--- config.mk ---
export PLATFORM = sky130hd
export DESIGN_NAME = button_event
export DESIGN_NICKNAME = d
export VERILOG_FILES = /design/src/rtl/button_event.sv
export SDC_FILE = /design/constraint.sdc
export NUM_CORES = 1
export LEC_CHECK = 0
export BUFFER_PORTS_ARGS = -buffer_cell sky130_fd_sc_hd__buf_2
export CAP_MARGIN = 15
export CORE_ASPECT_RATIO = 1.5
export CORE_MARGIN = 2
export CORE_UTILIZATION = 40
export CTS_BUF_LIST = sky130_fd_sc_hd__clkbuf_4
export DETAILED_ROUTE_END_ITERATION = 10
export PLACE_DENSITY = 0.68
export SYNTH_ARGS = -nofsm -noshare
export SYNTH_HDL_FRONTEND = slang
export SYNTH_SLANG_ARGS = --single-unit
--- constraint.sdc ---
create_clock -name clk -period 3.32 [get_ports clk]
set_input_delay 0 -clock clk [delete_from_list [all_inputs] [get_ports clk]]
set_output_delay 0 -clock clk [all_outputs]
set_load 0.05 [all_outputs]
--- src/rtl/button_event.sv ---
// Classifies a debounced, active-low button level into single-cycle SHORT,
// DOUBLE and LONG press pulses, a HOLD level and a wrapping event counter.
module button_event #(
  parameter int unsigned LONG_CYCLES = 50_000_000,
  parameter int unsigned GAP_CYCLES  = 15_000_000,
  parameter int unsigned CNT_W       = 26
) (
  input  logic       clk,
  input  logic       rst,
  input  logic       btn_in,
  output logic       short_p,
  output logic       double_p,
  output logic       long_p,
  output logic       holding,
  output logic [7:0] event_cnt
);

  typedef enum logic [2:0] {
    IDLE,
    PRESS1,
    GAP,
    PRESS2,
    LONG_HOLD
  } state_t;

  localparam logic [CNT_W-1:0] LONG_LAST = CNT_W'(LONG_CYCLES - 1);
  localparam logic [CNT_W-1:0] GAP_LAST  = CNT_W'(GAP_CYCLES - 1);

  state_t           state_q;
  logic [CNT_W-1:0] cnt_q;
  logic             btn_q;
  logic             short_q;
  logic             double_q;
  logic             long_q;
  logic             hold_q;
  logic [7:0]       evt_q;
  logic             press;

  // btn_q resets to "pressed" so a button held through reset must be released first.
  assign press = btn_q & ~btn_in;

  always_ff @(posedge clk or negedge rst) begin
    if (!rst) begin
      state_q  <= IDLE;
      cnt_q    <= '0;
      btn_q    <= 1'b0;
      short_q  <= 1'b0;
      double_q <= 1'b0;
      long_q   <= 1'b0;
      hold_q   <= 1'b0;
      evt_q    <= '0;
    end else begin
      btn_q    <= btn_in;
      short_q  <= 1'b0;
      double_q <= 1'b0;
      long_q   <= 1'b0;
      unique case (state_q)
        IDLE: begin
          if (press) begin
            state_q <= PRESS1;
            cnt_q   <= '0;
          end
        end
        // Long qualification is tested before release so a release on the
        // final counted cycle still yields a long press.
        PRESS1, PRESS2: begin
          if (cnt_q == LONG_LAST) begin
            state_q <= LONG_HOLD;
            cnt_q   <= '0;
            long_q  <= 1'b1;
            hold_q  <= 1'b1;
            evt_q   <= evt_q + 8'd1;
          end else if (btn_in) begin
            cnt_q <= '0;
            if (state_q == PRESS1) begin
              state_q <= GAP;
            end else begin
              state_q  <= IDLE;
              double_q <= 1'b1;
              evt_q    <= evt_q + 8'd1;
            end
          end else begin
            cnt_q <= cnt_q + CNT_W'(1);
          end
        end
        GAP: begin
          if (press) begin
            state_q <= PRESS2;
            cnt_q   <= '0;
          end else if (cnt_q == GAP_LAST) begin
            state_q <= IDLE;
            cnt_q   <= '0;
            short_q <= 1'b1;
            evt_q   <= evt_q + 8'd1;
          end else begin
            cnt_q <= cnt_q + CNT_W'(1);
          end
        end
        LONG_HOLD: begin
          if (btn_in) begin
            state_q <= IDLE;
            cnt_q   <= '0;
            hold_q  <= 1'b0;
          end
        end
        default: begin
          state_q <= IDLE;
          cnt_q   <= '0;
          hold_q  <= 1'b0;
        end
      endcase
    end
  end

  assign short_p   = short_q;
  assign double_p  = double_q;
  assign long_p    = long_q;
  assign holding   = hold_q;
  assign event_cnt = evt_q;

endmodule

==> results of run 1 <==
[power by group through the flow]
stage,registers [mW],clock network (mW),logic [mW]
2_1_floorplan,0.691,0,0.152
3_3_place_gp,0.616,0,0.298
3_5_place_dp,0.619,0,0.303
4_1_cts,0.609,0.246,0.306
5_1_grt,0.619,0.267,0.331
6_report,0.609,0.241,0.302
[kinds of logic (layout without fill, tap and decap cells)]
logic type	after synthesis	count (layout)	share of synthesized area, %
XOR/XNOR	13	13	5.11
AO/OA/AOI/OAI	49	49	15.7
buffers and inverters	10	28	3.15
multiplexers	2	2	0.955
AND/OR/NAND/NOR	104	104	26.8
adder cells (fa/ha/maj)	2	2	1.12
flip-flops	42	42	47.2
[cells in the final DEF, fill, tap and decap left out, drive strengths merged, types with 2 or more instances in the layout]
master / n
dfrtp: 42
nand4b: 3
nor4: 3
a211o: 3
a21oi: 11
inv: 3
nor3: 8
nand4: 10
or3: 4
nor3b: 2
or4: 2
o31ai: 2
nor2: 20
xor2: 4
clkbuf: 5
a22o: 2
and4: 2
o21bai: 2
a31oi: 6
dlygate4sd3: 2
nand3: 16
clkinv: 3
o21ai: 11
a21o: 7
nand2: 14
ha: 2
and3: 10
xnor2: 9
nor4b: 2
buf: 15
[area by class of cell]
cell class	count	area, µm²	area share [%]
sequential	42	1050	43.8
tap	70	87.6	3.65
clock inverter	3	11.3	0.469
multi-input combinational	170	1110	46.0
inverter	3	11.3	0.469
timing repair buffer	17	97.6	4.06
clock buffer	5	37.5	1.56
[through the flow]
stage,hold slack [ns],cells
4_1_cts,0.333,310
5_1_grt,0.367,310
2_1_floorplan,-0.296,222
3_3_place_gp,0.179,300
6_report,0.301,310
3_5_place_dp,0.189,300
[flip-flops by register name (all words and copies together) (netlist names)]
name,cells
event_cnt,8
double_p,1
long_p,1
cnt_q,26
btn_q,1
holding,1
state_q,3
short_p,1
[layer usage]
layer	wire length (µm)	track usage, %	vias up
met5	0	0	-
met4	142	7.98	0
met3	123	3.19	10
met2	2540	31.4	35
met1	1990	19.3	840
li1	-	-	867
[worst min-delay path by stage]
stage                     startpoint            to  slack, ns
final                            rst  event_cnt[4]       0.30
after global routing          btn_in         btn_q       0.37
after CTS                        rst      cnt_q[8]       0.33
after detailed placement         rst  event_cnt[3]       0.19
after global placement           rst  event_cnt[3]       0.18
after floorplan                  rst         btn_q      -0.30
[worst register-to-register path, stage by stage (launching register included)]
cell and delay, ns:
dfrtp_1 0.44, or4_1 0.53, or4_1 0.67, and4bb_4 0.39, a21o_1 0.23, mux2_2 0.36
[repair_timing]
action / CTS / global route
buffers inserted: 0 / 0
hold endpoints to repair: 45 / 0
hold buffers: 2 / 0
==> results.toml, run 1 <==
[synth]
synth_top_area_cell = "dfrtp_1"
syn_area_per_cell_um2 = 10.0
yosys-top-cells-area = "dfrtp_1 47%, nand3_1 3.6%, xnor2_1 3.5%"
yosysMostFrequentCell = "dfrtp_1"
synthTopCellsByCount = "42 x dfrtp_1, 19 x nor2_1, 16 x nand3_1"
synthFlopType = "dfrtp_1"
synth_edf_count = 0
synthCells = 222
synth-seq-area-share_pct = 47.2
synth_top_area_share_pct = 47.2
synth.distinct_cells = 50
synth-seq-cells = 42
syn_nets = 227
ys_warn_count = 0
async_reset_ff_share_pct = 100
syn_area_mm2 = 0.00223

[die]
die_h_um = 95.4
row_count = 33
start_util_pct = 41.2
dieArea_mm2 = 0.00619
core_area_mm2 = 0.00541
io_pins = 15
die_w_um = 64.9

[final_layout]
final_core_util_pct = 44.4
drive_gt1_share_pct = 14.6
area.growth.synth_to_final_pct = 7.86
num-fill-cells = 532
num-nets-final = 244
fin_area_mm2 = 0.00240
num_antenna_cells = 0

[grt]
overflow = 0
grt_pass1_vias = 1724
grt_pass1_wl_um = 8180
antenna_found_initial = 0
grt_max_degree = 43
grt_usage_pct = 17.3

[detailed_routing]
drt_iter0_drc = 94
dr_total_vias = 1752
drt_pass1_iterations = 4
drtAntennaViolNets = 0
wl_um = 4800
viasPerCell = 5.65
wire_per_inst_um = 15.5
drc = 0

[worst_setup_path]
crit_chain = "or4_1 -> or4_1 -> and4bb_4 -> a21o_1 -> mux2_2"
crit_fanout = 8
critical_path.top_delay_family = "simple AND/OR/NAND/NOR gates"
reg2reg_from = "cnt_q[9]"
cpPeakStageDelay_ns = 0.67
crit_type = "register to register"
ff2ff_path_depth = 5
critPathMostFrequentCell = "or4_1"
crit_start = "cnt_q[9]"
crit_arrival_ns = 2.98
crit_path_end = "event_cnt[1]"
reg2reg_to = "event_cnt[1]"
crit_slowest_cell = "or4_1"
r2r_slack_ns = 0.59
path_buf_inv = 0
required_ns = 3.57
path_depth = 5
endpoint_kind = "register"
crit_path_start_kind = "register"

[timing]
fin_setup_tns_ns = 0
fin_ws_ns = 0.591
fmax_ghz = 0.366
skew_ns = 0.00749
relSlewSlack_pct = 39.3
worstMarginPinSlew_ns = 0.911
rsz0062_at_grt = "no"
finalCriticalPeriod_ns = 2.73
slew_violations = 0
finalCritPeriodShare_pct = 82.2
timing.final.hold_violations = 0
setup_violations = 0

[pwr]
power.share.clock_pct = 20.9
comb_power_share_pct = 26.2
ir_drop_uv = 149
seq_power_share_pct = 52.8
p_int_uw = 725
finalPower_mw = 1.15
switching_share_pct = 37.2
p_leak_nw = 1.06
p_sw_uw = 429
p_per_area_mw_per_mm2 = 480

[placement]
port_buffers = 14
pre_cts_ws_ns = 0.626
placed_cell_area_mm2 = 0.00233
hpwl_um = 3410
place.gp.congestion = 0.902

[clock_network]
cts.sinks = 42
root_buffer = "clkbuf_4"
clkLatencyLatePin_ns = 0.35
numCtsBuffers = 5
h-tree-depth = 2
cts_tree = "yes"
clkTransAtPathRegs_ns = 0.12
cts_buffer_depth = 2
ctsResizeCount = 0

[hold_path]
hp-class = "primary input to asynchronous set/reset pin"

[status]
status = "complete, no violations"

[flow_run]
cap_violations = 0
Power figures use the tool's default switching activity.
==> run 2: changes to the inputs <==
ABC_AREA = 1   (was unset)
PLACE_DENSITY = 0.69   (was 0.68)
clock period = 2.2 ns   (was 3.32 ns; I/O delays follow)
==> results.toml, run 2 <==
[worst_setup_path]
crit_slowest_cell = "dfrtp_1"
critPathMostFrequentCell = "nand2_2"
crit_chain = "ha_1 -> nand2_2 -> nor2_4 -> nand3_1 -> nor2_2 -> nand2_2 -> nand3_4 -> nand2_1 -> inv_1 -> o21ai_0"
endpoint_kind = "register"
crit_type = "register to register"
r2r_slack_ns = 0.33
required_ns = 2.50
ff2ff_path_depth = 10
cpPeakStageDelay_ns = 0.42
crit_path_start_kind = "register"
reg2reg_from = "cnt_q[0]"
crit_arrival_ns = 2.16
crit_fanout = 12
reg2reg_to = "cnt_q[25]"

[timing]
fin_setup_tns_ns = 0
timing.hold.ws_ns = 0.303
setup_violations = 0
skew_ns = 0.00634
rsz0062_at_grt = "no"
worstMarginPinSlew_ns = 0.951
finalCritPeriodShare_pct = 85.0
finalCriticalPeriod_ns = 1.87
timing.final.hold_violations = 0
fmax_ghz = 0.535
slew_violations = 0
relSlewSlack_pct = 36.6

[clock_network]
cts_tree = "yes"
cts_buffer_depth = 2
numCtsBuffers = 5
cts_setup_buffers = 0
h-tree-depth = 2
clkLatencyLatePin_ns = 0.37
root_buffer = "clkbuf_4"
cts.sinks = 42
clkTransAtPathRegs_ns = 0.13

[placement]
placed_cell_area_mm2 = 0.00281
port_buffers = 14
hpwl_um = 4780
place.gp.congestion = 0.975

[pwr]
p_int_mw = 1.24
power.share.clock_pct = 17.1
p_per_area_mw_per_mm2 = 812
p_sw_mw = 1.10
seq_power_share_pct = 40.5
ir_drop_uv = 865
finalPower_mw = 2.34
switching_share_pct = 47.0
comb_power_share_pct = 42.4
p_leak_nw = 1.32

[synth]
syn_nets = 363
syn_area_mm2 = 0.00267
synthTopCellsByCount = "97 x nand2_1, 42 x dfrtp_1, 42 x inv_1, 42 x nor2_1, 32 x nand3_1"
synth-seq-cells = 42
async_reset_ff_share_pct = 100
ys_warn_count = 0
synthCells = 358
synth.distinct_cells = 32
synth-seq-area-share_pct = 39.3
synth_top_area_cell = "dfrtp_1"
yosysMostFrequentCell = "nand2_1"
syn_area_per_cell_um2 = 7.46
yosys-top-cells-area = "dfrtp_1 39%, nand2_1 14%, nand3_1 6.0%"
synth_edf_count = 0
synthFlopType = "dfrtp_1"
synth_top_area_share_pct = 39.3

[detailed_routing]
wl_um = 6230
drtAntennaViolNets = 0
drt_pass1_iterations = 4
dr_total_vias = 2307
viasPerCell = 5.06
drc = 0
drt_iter0_drc = 129
wire_per_inst_um = 13.7

[grt]
grt_pass1_vias = 2342
grt_usage_pct = 18.7
antenna_found_initial = 0
overflow = 0
grt_pass1_wl_um = 10900
grt_max_degree = 43

[status]
status = "complete, no violations"

[final_layout]
fin_area_mm2 = 0.00288
top_register = "cnt_q"
final_core_util_pct = 44.5
final_cell_mix = "97 x nand2_1, 42 x inv_1, 42 x nor2_1, 42 x dfrtp_1, 32 x nand3_1"
layout_commonest_cell = "nand2_1"
largest_reg_flops = 26
area.growth.synth_to_final_pct = 7.96
drive_gt1_share_pct = 16.1
num_antenna_cells = 0
num-fill-cells = 683
num-nets-final = 384

[die]
start_util_pct = 41.2
row_count = 36
dieArea_mm2 = 0.00736
die_h_um = 104
die_w_um = 70.7
core_area_mm2 = 0.00649
io_pins = 15

[flow_run]
cap_violations = 0

[hold_path]
hp-class = "primary input to asynchronous set/reset pin"
## run 2: worst max-delay path by stage
stage                            start  slack (ns)  cells past startpoint      endpoint
final                         cnt_q[0]        0.33                     10     cnt_q[25]
after global placement        cnt_q[0]        0.39                     10     cnt_q[18]
after CTS                     cnt_q[0]        0.32                     10     cnt_q[25]
after detailed placement      cnt_q[0]        0.36                     10     cnt_q[25]
after global routing          cnt_q[0]        0.18                     10     cnt_q[25]
after floorplan           event_cnt[0]        0.61                      6  event_cnt[6]
## run 2: routing by layer
layer | share of wire, % | global-route usage [%] | routed length (µm)
met1 | 40 | 21.0 | 2480
met2 | 53 | 32.7 | 3300
met3 | 2.1 | 3.29 | 131
met4 | 5.1 | 10.2 | 319
met5 | 0 | 0 | 0
## run 2: cells by family after synthesis
family | share of synthesized area (%)
flops | 39.3
buf+inv | 8.06
simple gates | 42.0
xor+xnor | 6.56
compound gates | 3.14
fa+ha+maj | 0.937
## run 2: timing repair
item,4_1_cts,5_1_grt
resized for setup,0,0
hold endpoints to repair,45,0
hold buffers,2,0
## run 2: final cells by class
type / instances / area (µm²) / area share, %
tap: 76 / 95.1 / 3.30
timing repair buffer: 17 / 97.6 / 3.38
inverter: 47 / 181 / 6.29
multi-input combinational: 266 / 1410 / 48.7
clock buffer: 6 / 45.0 / 1.56
clock inverter: 2 / 8.76 / 0.304
sequential: 42 / 1050 / 36.4
## run 2: critical path: cells and delay by family, from the launching register on
family / cells / cell delay [ns]
flops: 1 / 0.42
simple gates: 7 / 0.82
fa+ha+maj: 1 / 0.23
compound gates: 1 / 0.20
buf+inv: 1 / 0.13
## run 2: metrics by stage
| step | std cells | setup WS, ns |
|---|---|---|
| 2_1_floorplan | 358 | 0.614 |
| 3_3_place_gp | 446 | 0.385 |
| 3_5_place_dp | 446 | 0.357 |
| 4_1_cts | 456 | 0.316 |
| 5_1_grt | 456 | 0.184 |
| 6_report | 456 | 0.331 |
## run 2: power by group through the flow
| stage | Clock [mW] | Sequential (mW) | Combinational [mW] |
|---|---|---|---|
| floorplan | 0 | 1.09 | 0.663 |
| global placement | 0 | 0.958 | 0.974 |
| detailed placement | 0 | 0.963 | 0.992 |
| CTS | 0.416 | 0.949 | 0.997 |
| global route | 0.444 | 0.964 | 1.10 |
| finish | 0.401 | 0.948 | 0.993 |
==> run 3: changes to the inputs <==
ABC_AREA = 0   (was 1)
PLACE_DENSITY = 0.7   (was 0.69)
clock period = 1.6 ns   (was 2.2 ns; I/O delays follow)
==> results.toml, run 3 (synthesized netlist as in run 1, its figures left out) <==
[status]
status = "finished with violations"
violations = "setup timing"

[final_layout]
num_antenna_cells = 0
final_cell_mix = "72 x buf_4, 42 x dfrtp_1, 19 x nor2_1, 14 x nand3_1, 14 x buf_2"
num-nets-final = 326
top_register = "cnt_q"
drive_gt1_share_pct = 42.2
largest_reg_flops = 26
area.growth.synth_to_final_pct = 46.4
layout_commonest_cell = "buf_4"
final_core_util_pct = 60.3

[flow_run]
cap_violations = 0

[grt]
antenna_found_initial = 0
grt_pass1_vias = 2237
grt_pass1_wl_um = 10400
grt_max_degree = 43
overflow = 0
grt_usage_pct = 22.0

[die]
dieArea_mm2 = 0.00619
die_h_um = 95.4
core_area_mm2 = 0.00541
row_count = 33
io_pins = 15
start_util_pct = 41.2
die_w_um = 64.9

[timing]
timing.final.hold_violations = 0
rsz0062_at_grt = "yes"
fin_ws_ns = -0.791
skew_ns = 0.0117
relSlewSlack_pct = 63.5
setup_violations = 41
slew_violations = 0
fmax_ghz = 0.418
finalCriticalPeriod_ns = 2.39
worstMarginPinSlew_ns = 0.548
finalCritPeriodShare_pct = 149

[hold_path]
hp-class = "primary input to asynchronous set/reset pin"

[worst_setup_path]
endpoint_kind = "register"
crit_arrival_ns = 2.66
crit_type = "register to register"
crit_path_start_kind = "register"
crit_fanout = 12
ff2ff_path_depth = 7
required_ns = 1.87

[placement]
place.gp.congestion = 0.852
port_buffers = 14
hpwl_um = 4120
pre_cts_ws_ns = -0.784

[clock_network]
clkTransAtPathRegs_ns = 0.13
clkLatencyLatePin_ns = 0.37
h-tree-depth = 2
cts.sinks = 42
cts_tree = "yes"
cts_buffer_depth = 2
numCtsBuffers = 5
root_buffer = "clkbuf_4"

[detailed_routing]
drt_iter0_drc = 95
drc = 0
viasPerCell = 5.45
wl_um = 6160
wire_per_inst_um = 15.7
drtAntennaViolNets = 0
dr_total_vias = 2136
drt_pass1_iterations = 4

[pwr]
ir_drop_uv = 536
p_leak_nw = 1.56
p_per_area_mw_per_mm2 = 922
run 3: cell types whose count changed in the layout (fill, tap and decap cells not counted), moves of 9 or more:
cell / delta
nand2_1: -86
buf_4: +71
inv_1: -39
nor2_1: -23
nand3_1: -18
xor2_1: -15
nor2_2: -13
and3_1: +9
run 3: final timing paths:
check / start / end / slack (ns)
worst min register to register: event_cnt[7] / event_cnt[7] / 0.48
worst max-delay path: cnt_q[24] / cnt_q[2] / -0.79
min in group clk: btn_in / double_p / 0.44
worst min-delay path: rst / btn_q / 0.22
worst max register to register: cnt_q[24] / cnt_q[2] / -0.79
max in group asynchronous: rst / cnt_q[24] / 0.99
run 3: stage by stage:
step / hold slack (ns) / cell area [µm²] / setup TNS, ns / power (mW) / instances
floorplan: -0.296 / 2280 / -23.11 / 1.78 / 222
global placement: 0.103 / 2930 / -25.29 / 2.06 / 372
detailed placement: 0.104 / 2930 / -27.47 / 2.08 / 372
CTS: 0.235 / 3220 / -26.77 / 3.00 / 390
global route: 0.277 / 3260 / -30.93 / 3.14 / 392
finish: 0.218 / 3260 / -27.91 / 3.01 / 392
run 3: final cells by class:
type	instances	area, µm²
sequential	42	1050
clock buffer	5	37.5
multi-input combinational	172	1260
inverter	3	11.3
fill	427	2150
clock inverter	3	63.8
tap	70	87.6
timing repair buffer	97	749
run 3: report_power, final:
part	leakage, nW	total [mW]	switching [mW]	internal (mW)
logic	0.936	0.917	0.544	0.373
registers	0.568	1.24	0.0978	1.15
clock network	0.0528	0.845	0.364	0.481
run 3: worst max-delay path: stages (launching register included):
cell      delay, ns
dfrtp_1        0.39
or4_1          0.52
or4_4          0.46
buf_6          0.14
o211ai_4       0.24
and2_4         0.31
o21ai_2        0.06
a22o_1         0.18
run 3: repair_timing:
action                                 CTS  global route
setup endpoints to repair               41            41
pin swaps                                9             6
hold buffers                             2             0
cloned                                   2             0
endpoints found under the hold margin   45             0
resized for setup                       17             4
setup buffers                            6             2
run 3: per-layer routing:
metal	share of wire [%]	wire length, µm	GRT usage [%]
met1	40	2490	23.5
met2	53	3240	40.7
met3	3.1	191	3.54
met4	3.9	240	11.7
met5	0	0	0
